File: src/rtl/tnn_img_unpacker.sv
`default_nettype none
// ============================================================================
// Module   : tnn_img_unpacker
// Brief    : 512-to-64 width-down converter and image framer feeding the TNN
//            pixel input. Emits lane 0 first and marks frame first/last words.
// Revision : 1.0 - initial release
// ============================================================================
module tnn_img_unpacker #(
    parameter int IN_W        = 512,
    parameter int OUT_W       = 64,
    parameter int RATIO       = IN_W / OUT_W,
    parameter int FRAME_WORDS = 1024,
    parameter int CNT_W       = 16
) (
    input  logic             clock,
    input  logic             reset,
    input  logic [IN_W-1:0]  s_bits,
    input  logic             s_vld,
    output logic             s_rdy,
    output logic [OUT_W-1:0] m_bits,
    output logic             m_vld,
    input  logic             m_rdy,
    output logic             m_first,
    output logic             m_last,
    output logic             busy,
    output logic [CNT_W-1:0] frames_done
);

    localparam int c_lane_w = (RATIO > 1) ? $clog2(RATIO) : 1;
    localparam int c_wc_w   = (FRAME_WORDS > 1) ? $clog2(FRAME_WORDS) : 1;
    localparam logic [c_lane_w-1:0] c_last_lane = c_lane_w'(RATIO - 1);
    localparam logic [c_wc_w-1:0]   c_last_word = c_wc_w'(FRAME_WORDS - 1);

    typedef enum logic [0:0] {
        ST_IDLE = 1'b0,
        ST_RUN  = 1'b1
    } state_t;

    state_t              r_state;
    state_t              w_state_nxt;
    logic [IN_W-1:0]     r_hold;
    logic                r_full;
    logic [c_lane_w-1:0] r_lane;
    logic [c_wc_w-1:0]   r_word_cnt;
    logic [CNT_W-1:0]    r_frames_done;

    logic                w_in_acc;
    logic                w_out_acc;
    logic                w_lane_last;
    logic                w_word_last;
    logic [OUT_W-1:0]    w_lanes [RATIO];

    generate
        for (genvar k = 0; k < RATIO; k++) begin : g_lanes
            assign w_lanes[k] = r_hold[k*OUT_W +: OUT_W];
        end
    endgenerate

    assign w_lane_last = (r_lane == c_last_lane);
    assign w_word_last = (r_word_cnt == c_last_word);
    assign w_out_acc   = r_full & m_rdy;
    // A new beat may land in the same cycle the final lane drains, so the
    // stream never bubbles between beats.
    assign s_rdy       = ~reset & (~r_full | (w_out_acc & w_lane_last));
    assign w_in_acc    = s_vld & s_rdy;

    assign m_bits      = w_lanes[r_lane];
    assign m_vld       = r_full;
    assign m_first     = r_full & (r_word_cnt == '0);
    assign m_last      = r_full & w_word_last;
    assign busy        = (r_state == ST_RUN);
    assign frames_done = r_frames_done;

    always_ff @(posedge clock) begin
        if (reset) begin
            r_full        <= 1'b0;
            r_lane        <= '0;
            r_word_cnt    <= '0;
            r_frames_done <= '0;
            r_state       <= ST_IDLE;
        end else begin
            r_state <= w_state_nxt;
            if (w_in_acc) begin
                r_hold <= s_bits;
                r_full <= 1'b1;
                r_lane <= '0;
            end else if (w_out_acc) begin
                if (w_lane_last) begin
                    r_full <= 1'b0;
                    r_lane <= '0;
                end else begin
                    r_lane <= r_lane + 1'b1;
                end
            end
            if (w_out_acc) begin
                if (w_word_last) begin
                    r_word_cnt    <= '0;
                    r_frames_done <= r_frames_done + 1'b1;
                end else begin
                    r_word_cnt <= r_word_cnt + 1'b1;
                end
            end
        end
    end

    always_comb begin
        w_state_nxt = r_state;
        if (w_out_acc) begin
            w_state_nxt = w_word_last ? ST_IDLE : ST_RUN;
        end
    end

endmodule
`default_nettype wire
File: config.mk
export PLATFORM = sky130hd
export DESIGN_NAME = tnn_img_unpacker
export DESIGN_NICKNAME = d
export VERILOG_FILES = /design/src/rtl/tnn_img_unpacker.sv
export SDC_FILE = /design/constraint.sdc
export NUM_CORES = 1
export LEC_CHECK = 0
export BUFFER_PORTS_ARGS = -buffer_cell sky130_fd_sc_hd__buf_2
export CAP_MARGIN = 10
export CORE_AREA = 2 2 233 235
export CTS_BUF_LIST = sky130_fd_sc_hd__clkbuf_16
export CTS_CLUSTER_DIAMETER = 80
export DETAILED_ROUTE_END_ITERATION = 10
export DIE_AREA = 0 0 235 237
export GPL_ROUTABILITY_DRIVEN = 0
export GPL_TIMING_DRIVEN = 0
export PLACE_DENSITY = 0.7
export SYNTH_ARGS = -nofsm -noshare
export SYNTH_HDL_FRONTEND = slang
export SYNTH_SLANG_ARGS = --single-unit
File: constraint.sdc
create_clock -name clock -period 13.7 [get_ports clock]
set_input_delay 0.685 -clock clock [delete_from_list [all_inputs] [get_ports clock]]
set_output_delay 0.685 -clock clock [all_outputs]
set_load 0.005 [all_outputs]
==> run summary <==
Buffers added to address setup during post-CTS repair amount to 0. Share of total power in the clock network: 0.425. In the post-route analysis, the smallest setup slack over all paths is 9.599 ns. The slowest stage of the critical path belongs to the cell clkbuf_1.

STA classifies the critical path endpoint as an output port. The final number of max-transition violations was 0; the number of top-level pins was 601. TritonCTS created 57 clock buffers. The worst hold path begins at s_bits[27]. The floorplan has 85 rows. For this run, the post-layout net count is 2,113. The leading cell type in the layout, fill and taps excluded is buf_2. The post-place setup slack is 10.07 ns. The area growth from synthesis to layout is 29.30%.

The total chip power is 3.684 mW, and the power per unit of standard cell area is 137.2 nW/um2. The most area-hungry cell type in the Yosys netlist was edfxtp_1. The number of failing hold endpoints at the final stage is 0.

In this run the clock root is driven by a clkbuf_16. The run gives 0 as the number of failing setup endpoints in the final timing report. Together, buffers and inverters on the worst path number 3. After synthesis, the mean cell area works out to 22.48 um2. The end-of-flow core utilization was 0.5040; the worst relative slew slack was 0.2862. The count of cells resized by post-cts repair was 0; the clock-pin slew of the registers on the worst-case setup and hold paths was 0.06 ns. The routed design could run at a clock period as short as 4.101 ns.

The design internal power was 2.919 mW; the number of flip-flops and latches in the synthesized netlist was 543. Setup repair after global routing left no endpoint under its margin. The number of search-and-repair iterations in the first detailed-routing pass came out at 5.

Max-cap violations in this run came to 0. The starting density of the core is 0.3898. Kind of critical path: reg -> out. In this design, the stage delay of the slowest critical-path cell is 0.82 ns. TritonCTS built the clock tree. The H-tree was split into 2 levels. The routed wirelength normalized by instance count came out at 23.38 um.

Total of buffers placed on input and output ports: 599. The worst register-to-register path begins at r_lane[0]. The floorplan core area is 53,280 um2. At the pin with the least slew margin, the transition time is 1.071 ns.

The top cell types in the final layout, fill and taps aside, are buf_2 (613), edfxtp_1 (512), mux4_2 (128). Summed over all cells, the static leakage comes to 9.718 nW. The signal on the critical path passes through clkbuf_1, clkbuf_1, mux4_2, mux2_2, buf_2. The worst hold path endpoint is r_hold[27]. Using the TritonRoute via totals, the vias-per-cell ratio works out to 5.069. The worst register-to-register path has a setup slack of 10.52 ns. The endpoint identified for the worst register-to-register timing path is r_hold[218]. The logs give 0.059 for the combinational fraction of design power and 0.7702 for the sequential fraction of the synthesis area. For the total wire length, the log shows 55,000 um. Along the worst path, the maximum fanout reaches 10.

Yosys printed 0 warnings. The fmax is 243.8 MHz, and the maximum buffer depth of the clock tree is 3. The overall die width is 235 um, and the first-pass GRT wire length is 79,620 um. The tools report the reported net switching power as 0.7644 mW. The cell area that synthesis handed to floorplanning was 20,770 um2. The die covers 55,700 um2. The count of cells along the worst hold path was 1; the DRC violation count after routing was 0. In this run the vertical extent of the chip is 237 um.

The number of cells on the worst reg-to-reg path is 8, and the clock latency on the worst-skew pair is 0.60 ns. Detailed placement finished with a half-perimeter wire length of 40,630 um. Launching element type of the critical path: a flip-flop. The final setup skew is 0.01262 ns. Detailed routing inserted a total of 11,920 vias. The tightest min-delay check is of the in -> reg type. Residual overflow from global routing: 0. The DRC marker count from the first detailed-route iteration is 760, and the number of global-route vias before repair is 12,600. Entering global routing, the biggest net connects 67 pins. For the clock sink total, the log shows 543. For the final routed database, the setup TNS stands at 0 ns. The worst voltage drop across the vdd grid came out at 0.0001336 V. The logs give 43 for the distinct cell type count of the synthesized netlist and 13.02 ns for the worst path required time.

The run finished with clean final reports. The count of nets left with antenna violations once routing finished came out at 0. The period utilization is 0.2994, and the total nets after synthesis is 1,445.

STA puts the critical path data arrival time at 3.42 ns. The share of post-route cells with drive strength above 1 came out at 0.5660. The tools report the number of standard cells after synthesis as 924.

The cell type with the highest occurrence count on the critical path was clkbuf_1. The part of the total power dissipated in sequential elements is 0.517, and the switching share of total power is 0.2075. The fraction of synthesized cell area taken by the top area cell type was 0.7403. Ranked by total cell area, the synthesized netlist is headed by edfxtp_1 (74%), mux4_2 (14%), mux2_2 (3.5%). The number of antenna violations at the first check in global routing is 28. The number of buffers inserted for hold repair after clock tree synthesis came out at 0. On the critical path the largest part of the delay comes from buffers and inverters.

The total global routing track utilization is 0.1942.
==> cells in the mapped netlist (all sizes together) <==
cell type	number
mux4	128
mux2i	1
a2bb2oi	1
o41ai	1
or3	4
a21boi	1
and4	4
inv	6
a21o	1
and2	5
or4b	1
nor4b	1
nor2	19
and3	1
o21ai	2
nor4	2
xor2	6
nor2b	1
xnor2	3
clkbuf	16
buf	30
a21oi	17
nand3	11
dfxtp	31
nand2b	1
or4	10
nor3	5
nand4	8
mux2	65
o31ai	10
and4b	1
edfxtp	512
ha	5
nand2	14
==> worst max-delay path by stage <==
stage	startpoint	to	slack, ns	depth (start not counted)
after floorplan	reset	r_hold[0]	0.14	3
after global placement	m_rdy	r_hold[161]	-3.62	4
after detailed placement	r_lane[1]	m_bits[60]	10.07	5
after CTS	r_lane[1]	m_bits[60]	9.39	5
after global routing	r_lane[1]	m_bits[60]	9.37	5
final	r_lane[1]	m_bits[57]	9.60	5
==> logic make-up (layout without fill, tap and decap cells) <==
| logic type | count (synthesis) | after routing | synth area share |
|---|---|---|---|
| flops | 543 | 543 | 0.7702 |
| mux | 194 | 194 | 0.1745 |
| simple gates | 88 | 88 | 0.02536 |
| buf+inv | 52 | 764 | 0.01337 |
| compound gates | 33 | 33 | 0.009760 |
| xor+xnor | 9 | 9 | 0.003796 |
| fa+ha+maj | 5 | 5 | 0.003012 |
| other cells | 0 | 20 | 0 |
==> power groups by stage <==
stage	Combinational, mW	Sequential, mW	Clock (mW)
6_report	0.216	1.90	1.56
5_1_grt	0.235	1.91	1.67
4_1_cts	0.220	1.90	1.60
3_5_place_dp	0.219	1.94	0
3_3_place_gp	0.205	1.98	0
2_1_floorplan	0.0948	1.97	0
==> final cells by class <==
| cell class | instances | area [um2] |
|---|---|---|
| diodes | 20 | 50.05 |
| repair buffers | 609 | 3248 |
| well taps | 696 | 870.8 |
| inverters | 6 | 22.52 |
| multi-input cells | 329 | 4498 |
| flip-flops and latches | 543 | 16000 |
| clock buffers | 57 | 1426 |
| clock inverters | 46 | 486.7 |
| plain buffers | 46 | 255.2 |
| fillers | 4362 | 26430 |
==> metrics by stage <==
stage          hold slack [ns]  std cells  instance area [um2]
2_1_floorplan           0.4650        924                20770
3_3_place_gp            0.4622       2219                24640
3_5_place_dp            0.4802       2229                24890
4_1_cts                 0.2045       2332                26800
5_1_grt                 0.2098       2349                26850
6_report                0.2528       2352                26850
==> metal layers <==
metal,vias up,part of all wire,wire length (um),track usage
li1,5257,-,-,-
met2,537,0.52,28510,0.3325
met4,16,0.030,1647,0.07480
met3,129,0.075,4146,0.05316
met5,-,0.0017,93,0
met1,5984,0.37,20600,0.2343
==> flip-flops by register name, indices dropped and copies added, names as in the netlist <==
register,count
busy,1
frames_done,16
r_lane,3
m_vld,1
r_word_cnt,10
r_hold,512
No activity file was read; power rests on OpenSTA's default activity.
